[config.mk]
export PLATFORM = sky130hd
export DESIGN_NAME = alu_seq_hw2
export DESIGN_NICKNAME = d
export VERILOG_FILES = /design/src/rtl/alu_seq_hw2.sv
export SDC_FILE = /design/constraint.sdc
export NUM_CORES = 1
export LEC_CHECK = 0
export ABC_CLOCK_PERIOD_IN_PS = 3900
export CAP_MARGIN = 20
export CORE_AREA = 2 2 58 74
export DETAILED_ROUTE_END_ITERATION = 7
export DIE_AREA = 0 0 60 76
export GPL_TIMING_DRIVEN = 0
export MAX_ROUTING_LAYER = met4
export PLACE_DENSITY_LB_ADDON = 0.1
export SYNTH_ARGS = -nofsm -noshare
export SYNTH_HDL_FRONTEND = slang
export SYNTH_SLANG_ARGS = --single-unit
[constraint.sdc]
create_clock -name clk -period 3.9 [get_ports clk]
set_clock_uncertainty 0.2 [all_clocks]
set_input_delay 0.975 -clock clk [delete_from_list [all_inputs] [get_ports clk]]
set_output_delay 0.975 -clock clk [all_outputs]
set_load 0.02 [all_outputs]
[src/rtl/alu_seq_hw2.sv]
// Registered ALU with valid/ready handshakes on both sides and an iterative
// shift-add multiplier; one operation in flight at a time.
module alu_seq_hw2 #(
    parameter int unsigned WIDTH  = 3,
    parameter int unsigned MUL_EN = 1
) (
    input  logic             clk,
    input  logic             rst,
    input  logic             in_valid,
    output logic             in_ready,
    input  logic [WIDTH-1:0] din0,
    input  logic [WIDTH-1:0] din1,
    input  logic [2:0]       op,
    output logic             out_valid,
    input  logic             out_ready,
    output logic [WIDTH-1:0] dout,
    output logic             carry,
    output logic             zero
);

    localparam int unsigned CW = $clog2(WIDTH + 1);

    typedef enum logic [1:0] {StIdle, StBusy, StDone} state_e;

    state_e           state_q;
    logic [WIDTH-1:0] mcand_q;
    logic [WIDTH-1:0] mplier_q;
    logic [WIDTH-1:0] acc_q;
    logic [CW-1:0]    cnt_q;

    logic [WIDTH:0]   alu_res;
    logic [WIDTH-1:0] acc_next;
    logic             is_mul;

    assign in_ready = (state_q == StIdle);
    assign is_mul   = (MUL_EN != 0) && (op == 3'd7);

    // Single-cycle result; top bit is the carry/not-borrow for ADD/SUB only.
    always_comb begin
        alu_res = '0;
        case (op)
            3'd0:    alu_res = {1'b0, din0} + {1'b0, din1};
            3'd1:    alu_res = {1'b0, din0} + {1'b0, ~din1} + {{WIDTH{1'b0}}, 1'b1};
            3'd2:    alu_res = {1'b0, din0 & din1};
            3'd3:    alu_res = {2'b00, din0[WIDTH-1:1]};
            3'd4:    alu_res = {1'b0, din0 | din1};
            3'd5:    alu_res = {1'b0, din0 ^ din1};
            3'd6:    alu_res = {1'b0, din0[WIDTH-2:0], 1'b0};
            default: alu_res = '0;
        endcase
    end

    assign acc_next = acc_q + (mplier_q[0] ? mcand_q : {WIDTH{1'b0}});

    always_ff @(posedge clk) begin
        if (rst) begin
            state_q   <= StIdle;
            out_valid <= 1'b0;
            dout      <= '0;
            carry     <= 1'b0;
            zero      <= 1'b0;
            mcand_q   <= '0;
            mplier_q  <= '0;
            acc_q     <= '0;
            cnt_q     <= '0;
        end else begin
            case (state_q)
                StIdle: begin
                    if (in_valid) begin
                        if (is_mul) begin
                            state_q  <= StBusy;
                            mcand_q  <= din0;
                            mplier_q <= din1;
                            acc_q    <= '0;
                            cnt_q    <= CW'(WIDTH);
                        end else begin
                            state_q   <= StDone;
                            out_valid <= 1'b1;
                            dout      <= alu_res[WIDTH-1:0];
                            carry     <= alu_res[WIDTH];
                            zero      <= (alu_res[WIDTH-1:0] == '0);
                        end
                    end
                end
                StBusy: begin
                    // One multiplier bit per cycle, LSB first; product kept mod 2^WIDTH.
                    acc_q    <= acc_next;
                    mcand_q  <= {mcand_q[WIDTH-2:0], 1'b0};
                    mplier_q <= {1'b0, mplier_q[WIDTH-1:1]};
                    cnt_q    <= cnt_q - CW'(1);
                    if (cnt_q == CW'(1)) begin
                        state_q   <= StDone;
                        out_valid <= 1'b1;
                        dout      <= acc_next;
                        carry     <= 1'b0;
                        zero      <= (acc_next == '0);
                    end
                end
                StDone: begin
                    if (out_ready) begin
                        state_q   <= StIdle;
                        out_valid <= 1'b0;
                    end
                end
                default: state_q <= StIdle;
            endcase
        end
    end

endmodule

Word-level counts from Yosys, hierarchy flattened. Index checks and enable logic that the tools add are counted.

Flip-flop bits (word level): 19. Latch bits: 0. Bits in writable memories: 0. Bits in read-only memories: 0. Input port bits: 13. Logic and storage cells: 79. Memories kept: 0.

Add/subtract/negate cells: 5. Multiply operators: 0. Divide/modulo/power cells: 0. $lt $le $gt $ge: 0. Equality and inequality tests: 15. Shifts and indexed selects: 0. Mux-type cells: 36. Bitwise logic cells: 4. Reduce and logical (&&, ||, !) cells: 10.

Operator list (count): 3-bit two-way mux (10); 4-bit case mux with 7 select lines (1); 3-bit case mux with 2 select lines (4); 3-bit == test (second input constant) (4); 2-bit two-way mux (6); 1-bit two-way mux (10); 3-bit zero test (3); 3-bit by 3-bit adder with 4-bit output (2); 2-bit != test (second input constant) (4); 3-bit by 2-bit == test with 1-bit output (second input constant) (2); 2-bit case mux with 3 select lines (1); 3-bit AND reduction (2); 5-bit AND reduction (1); 4-bit by 1-bit adder with 4-bit output (second input constant) (1); 2-bit by 1-bit == test with 1-bit output (second input constant) (2); 1-bit case mux with 2 select lines (2); 2-bit case mux with 2 select lines (1); 4-bit AND reduction (1); 3-bit adder (1); 3-bit bitwise AND (1); 3-bit by 1-bit == test with 1-bit output (second input constant) (1); 3-bit inverter (1); 3-bit bitwise OR (1); 1-bit case mux with 3 select lines (1); other kinds (7) (7).

Longest topological paths before layout. Gate-level depths: netlist (run 1).

Depth in word-level cells: 8. Gate-level depth with buffers: 8. Depth with buffers taken out: 8.

Least setup slack after synthesis (run 1). Ideal clock, no wire load.

Path type: input port to flip-flop. From: input din0[0]. To: register zero. Setup time: 0.088 ns. Data arrival time: 2.918 ns. Slack: 0.694 ns. Cell stages on the path: 8. Cell sequence: ha_1 inv_1 fa_1 nor2b_1 a2111oi_0 or4_1 or3_1 a311oi_2.

Cells in the longest elaborated chain, start to end: 7. Elaborated cells on any way between the ends: 11. Those cells by class: add/sub: 3; mux: 4; bitwise: 3; reduce/logical: 1.

RTL lines: from (decl) (RTL line 11) `input logic [WIDTH-1:0] din0,`; 3-bit by 3-bit adder with 4-bit output (RTL line 43) `3'd1: alu_res = {1'b0, din0} + {1'b0, ~din1} + {{WIDTH{1'b0}}, 1'b1};`; 4-bit by 1-bit adder with 4-bit output (RTL line 43); 4-bit case mux with 7 select lines * (RTL line 41) `case (op)`; 3-bit zero test * (RTL line 81) `zero <= (alu_res[WIDTH-1:0] == '0);`; 1-bit two-way mux * (RTL line 70) `if (is_mul) begin`; 1-bit two-way mux * (RTL line 69) `if (in_valid) begin`; 1-bit case mux with 2 select lines * (RTL line 67) `case (state_q)`; to (signal assigned) (RTL line 81); to (signal assigned) (RTL line 96) `zero <= (acc_next == '0);`; to (decl) (RTL line 18) `output logic zero`.

Every way passes the cells marked *; elsewhere a longest branch is shown, timed or not. The select of a mux whose other input is x is not followed. A chain may end at the register's enable or synchronous reset.

Worst setup path in the final report (run 1).
From: input din1[0]. To: register zero.

Cells in the longest elaborated chain, start to end: 8. Elaborated cells on any way between the ends: 12. Those cells by class: add/sub: 3; mux: 4; bitwise: 4; reduce/logical: 1.

RTL lines: from (decl) (RTL line 12) `input logic [WIDTH-1:0] din1,`; 3-bit inverter (RTL line 43); 3-bit by 3-bit adder with 4-bit output (RTL line 43); 4-bit by 1-bit adder with 4-bit output (RTL line 43); 4-bit case mux with 7 select lines * (RTL line 41); 3-bit zero test * (RTL line 81); 1-bit two-way mux * (RTL line 70); 1-bit two-way mux * (RTL line 69); 1-bit case mux with 2 select lines * (RTL line 67).

Marks and branches as above.

==> metrics, run 1 <==
Multi-input gate area 827.0 sq um; die area 4560 sq um; max-cap viol count 0; Final Max Slew Viols 0; number of diodes 0; DRC errors left 0; layout cells sized above 1 0.06250; Die H 76 um; setup_tns 0 ns; Final Hold Vio Count 0; Sequential Area 380.4 sq um; netlist area before placement 1300 sq um; part of the cycle the worst path needs 0.9616; headroom to the max-slew limit 0.6053; Final Wtd Congestion 0.7720; Slew @ Worst Pin 0.5921 ns; clock latency on the worst-skew pair 0.26 ns; pwr dens 299.4 nW/um^2; gr usage total 0.1550; PostCTS Resize Cnt 0; Cell Area, Placed 1540 sq um; CTS Hold Bufs 0; drt pass-1 iters 4; CP endpoint kind register; I/O pins 20; hold slack 0.2593 ns; FF+latch count, synth 19; top-count cell post-synth dfxtp_1; Inserted Clock Buffers 3; fill count 404; Starting DRT DRC Count 27; Post-DP HPWL 2.417 mm; prevailing post-synth register cell dfxtp_1; Total Wirelength 3.070 mm; crit start category primary input; initial antenna violation count 0; cell count after synthesis 155; Starting Density 0.3303; final layout net count 204; Post-synth ARST share 0; share of the synthesized area in the top cell type 0.2926; status complete, no violations; DRT antenna net count 0; first-pass GRT wire length 5.292 mm; routed len/inst 13.23 um; crit path DAT 3.73 ns; maximum VDD drop 0.1024 mV; Post-CTS Setup Bufs 0; vias in the first global route 1143; Longest Clk Path Bufs 2; RSZ-0062 raised after global routing false; Max stage delay on crit path 0.57 ns; Cell variety after synth 42; Final min period 3.750 ns; CTS tree yes; P_leak 0.0006302 uW; Synth area leader dfxtp_1; routed vias 1170; TritonCTS Sinks 19; Die Span X 60 um; final setup fails 0; clock-pin slew on the worst setup and hold paths 0.07 ns; maximum fanout along the worst path 4; Post-synth EDFFs 0; cell area after layout 1587 sq um; Ys Warns 0; sequential-to-total area share from yosys stat 0.2926; pin count of the biggest net entering global routing 12; syn avg cell area 8.387 sq um; most frequent cells after synthesis 19 x dfxtp_1, 17 x nor2_1, 14 x nand2_1, 12 x inv_1, 11 x ha_1; worst hold stages 2; CP Class in2reg; DR vias/cell 5.043; Syn Nets 182; P&R area growth vs syn 22.04%; CTS H-tree depth 1; CP required 3.88 ns; Hold Crit Class reg2reg; grt total ovfl 0; IO buf count 17; reg2reg path depth 7; Root Driver clkbuf_8; num rows 26; Core ar. 3936 sq um; worst path cell trace clkdlybuf4s50_1, ha_1, inv_1, fa_1, nor2b_1, a2111oi_0, or4_1, or3_1, a311oi_2; top cells by area, synth dfxtp_1 29%, ha_1 11%, nor2_1 4.9%; Highest Clock Rate 266.7 MHz; CP max-delay cell clkdlybuf4s50_1
[final timing paths]
| kind | startpoint | end | slack [ns] |
|---|---|---|---|
| worst max-delay path | din1[0] | zero | 0.15 |
| worst min-delay path | dout[1] | dout[1] | 0.26 |
| worst max register to register | mplier_q[0] | zero | 1.51 |
| worst min register to register | dout[1] | dout[1] | 0.26 |
[worst max-delay path: cells and delay by family]
kind / cells / cell delay [ns]
buffers and inverters: 2 / 0.64
and+or+nand+nor: 3 / 1.10
AOI/OAI and AO/OA: 2 / 0.31
adders and majority gates: 2 / 0.71
[metal layers]
layer  GRT usage  part of all wire
met1      0.1905              0.44
met2      0.2511              0.50
met3     0.01528             0.028
met4     0.06667             0.025
met5           -                 0
[stage by stage]
stage / utilization / cells / total power, uW / worst slack (ns)
after floorplan: - / 155 / 293.3 / 0.6938
after global placement: 0.3913 / 228 / 337.8 / -0.07943
after detailed placement: 0.3913 / 228 / 339.4 / -0.1156
after CTS: 0.4031 / 232 / 478.4 / 0.1532
after global routing: 0.4031 / 232 / 501.3 / 0.02243
final: 0.4031 / 232 / 475.0 / 0.1499
[cells by family (layout without fill, tap and decap cells)]
family                   after synthesis  after routing  synth area share
flip-flops                            19             19            0.2926
AO/OA/AOI/OAI                         33             33            0.1838
buffers and inverters                 21             42           0.07122
adder cells (fa/ha/maj)               14             14            0.1521
multiplexers                           4              4           0.04332
AND/OR/NAND/NOR                       60             60            0.2300
XOR/XNOR                               4              4           0.02695
[layout make-up]
cell class                      instances  area share
Buffer                                  9     0.02997
Clock buffer                            3     0.02603
Clock inverter                          1    0.003155
Inverter                               12     0.02839
Multi-Input combinational cell        115      0.5213
Sequential cell                        19      0.2397
Tap cell                               56     0.04416
Timing Repair Buffer                   17      0.1073
[flip-flops by register name, summed over array words and instances, names as in the netlist]
register / flops
carry: 1
zero: 1
mcand_q: 3
cnt_q: 2
state_q: 2
mplier_q: 3
acc_q: 3
out_valid: 1
dout: 3
[layout by cell type, fill, tap and decap left out, types with 9 or more instances in the layout]
master and instances:
a21oi_1 9, clkdlybuf4s50_1 17, dfxtp_1 19, ha_1 11, inv_1 12, nand2_1 14
nor2_1 17
[power by group]
group	switching, uW	internal, uW
registers	5.63	205
logic	66.6	57.1
clock network	69.6	71.2
total	142	333
No activity file was read; power rests on OpenSTA's default activity.
==> run 2, diff against run 1 <==
--- a/config.mk
+++ b/config.mk
@@ -12,7 +12,7 @@
 export DIE_AREA = 0 0 60 76
 export GPL_TIMING_DRIVEN = 0
 export MAX_ROUTING_LAYER = met4
-export PLACE_DENSITY_LB_ADDON = 0.1
+export PLACE_DENSITY = 0.52
 export SYNTH_ARGS = -nofsm -noshare
 export SYNTH_HDL_FRONTEND = slang
 export SYNTH_SLANG_ARGS = --single-unit
==> run 2 against run 1 <==
Effect of this change: flip-flop and latch count unchanged; clock power barely moved; cell area unchanged; setup slack better by 0.025 ns; via count fell by 1.5%.
==> metrics, run 2 (synthesis results as in run 1) <==
Total Wirelength 2.984 mm; Clk pwr share 0.293; maximum fanout along the worst path 4; Core ar. 3936 sq um; CTS tree yes; Slew @ Worst Pin 0.6230 ns; part of the cycle the worst path needs 0.9551; CP max-delay cell clkdlybuf4s50_1; pwr dens 297.8 nW/um^2; Starting DRT DRC Count 47; DRC errors left 0; final setup margin 0.1751 ns; crit path DAT 3.70 ns; Hold Crit Class reg2reg; IO buf count 17; Logic pwr share 0.260; Root Driver clkbuf_8; TritonCTS Sinks 19; initial antenna violation count 0; RSZ-0062 raised after global routing false; DR vias/cell 4.970; grt total ovfl 0; Post-DP HPWL 2.366 mm; P&R area growth vs syn 22.04%; Final min period 3.725 ns; I/O pins 20; drt pass-1 iters 5; PostCTS Resize Cnt 0; clock latency on the worst-skew pair 0.26 ns; final layout net count 204; clock-pin slew on the worst setup and hold paths 0.07 ns; CP endpoint kind register; headroom to the max-slew limit 0.5831; routed vias 1153; Max stage delay on crit path 0.56 ns; Post-CTS Setup Bufs 0; leading cell type in the layout, fill and taps excluded dfxtp_1; worst path cell trace clkdlybuf4s50_1, ha_1, inv_1, fa_1, nor2b_1, a2111oi_0, or4_1, or3_1, a311oi_2; Final Hold Vio Count 0; setup_tns 0 ns; P_leak 0.0006302 uW; CTS H-tree depth 1; status complete, no violations; hold slack 0.2657 ns; crit start category primary input; CP Class in2reg; Die H 76 um; Final Util 0.4031; num rows 26; Starting Density 0.3303; DRT antenna net count 0; layout cells sized above 1 0.06250; Internal 333.1 uW; Net Sw Frac 0.2948; final setup fails 0; pin count of the biggest net entering global routing 12; number of diodes 0; CTS Hold Bufs 0; Die Span X 60 um; first-pass GRT wire length 5.230 mm; Place WS -0.1113 ns; routed len/inst 12.86 um; most frequent cells in the layout 19 x dfxtp_1, 17 x nor2_1, 17 x clkdlybuf4s50_1; NetSw 139.3 uW; gr usage total 0.1499; Longest Clk Path Bufs 2; Final Wtd Congestion 0.8316; Inserted Clock Buffers 3; Highest Clock Rate 268.5 MHz; maximum VDD drop 0.09468 mV; max-cap viol count 0; CP required 3.87 ns; die area 4560 sq um; vias in the first global route 1176; Final Max Slew Viols 0; sequential power share 0.446
[run 2: per-stage QoR]
stage,total power (uW),area [sq um],instances
after floorplan,293.3,1300,155
after global routing,501.4,1587,232
after detailed placement,339.0,1540,228
after CTS,477.2,1587,232
final,472.4,1587,232
after global placement,337.0,1540,228
[run 2: critical path, delay by kind of cell]
kind / cells / cell delay, ns
and+or+nand+nor: 3 / 1.09
adders and majority gates: 2 / 0.68
buffers and inverters: 2 / 0.63
AOI/OAI and AO/OA: 2 / 0.32
[run 2: metal layers]
metal	vias up	GRT usage	routed length (um)
met1	542	0.1918	1334
met5	-	-	0
li1	584	-	-
met2	22	0.2359	1501
met4	0	0.05333	48
met3	5	0.02207	100
[run 2: path summary, 6_finish.rpt]
path          startpoint          end  slack (ns)  cells past startpoint
max              din0[0]         zero        0.18                      9
min          mplier_q[2]  mplier_q[2]        0.27                      2
max reg2reg  mplier_q[0]         zero        1.50                      7
min reg2reg  mplier_q[2]  mplier_q[2]        0.27                      2
[run 2: area by class of cell]
type / count / area, sq um
clock buffers: 3 / 41.29
well taps: 56 / 70.07
flip-flops and latches: 19 / 380.4
clock inverters: 1 / 5.005
multi-input cells: 115 / 827.0
repair buffers: 17 / 170.2
fillers: 414 / 2350
inverters: 12 / 45.04
plain buffers: 9 / 47.55
[run 2: power by group through the flow]
stage	clock network (uW)	registers (uW)	logic, uW
floorplan	0	221	72.4
global placement	0	215	122
detailed placement	0	216	123
CTS	142	211	124
global route	151	212	138
finish	139	211	123
==> run 3, diff against run 2 <==
--- a/config.mk
+++ b/config.mk
@@ -5,9 +5,9 @@
 export SDC_FILE = /design/constraint.sdc
 export NUM_CORES = 1
 export LEC_CHECK = 0
-export ABC_CLOCK_PERIOD_IN_PS = 3900
 export CAP_MARGIN = 20
 export CORE_AREA = 2 2 58 74
+export CTS_CLUSTER_SIZE = 30
 export DETAILED_ROUTE_END_ITERATION = 7
 export DIE_AREA = 0 0 60 76
 export GPL_TIMING_DRIVEN = 0
==> results of run 3 <==
Final layout, timing and power as in run 2 (identical DEF).
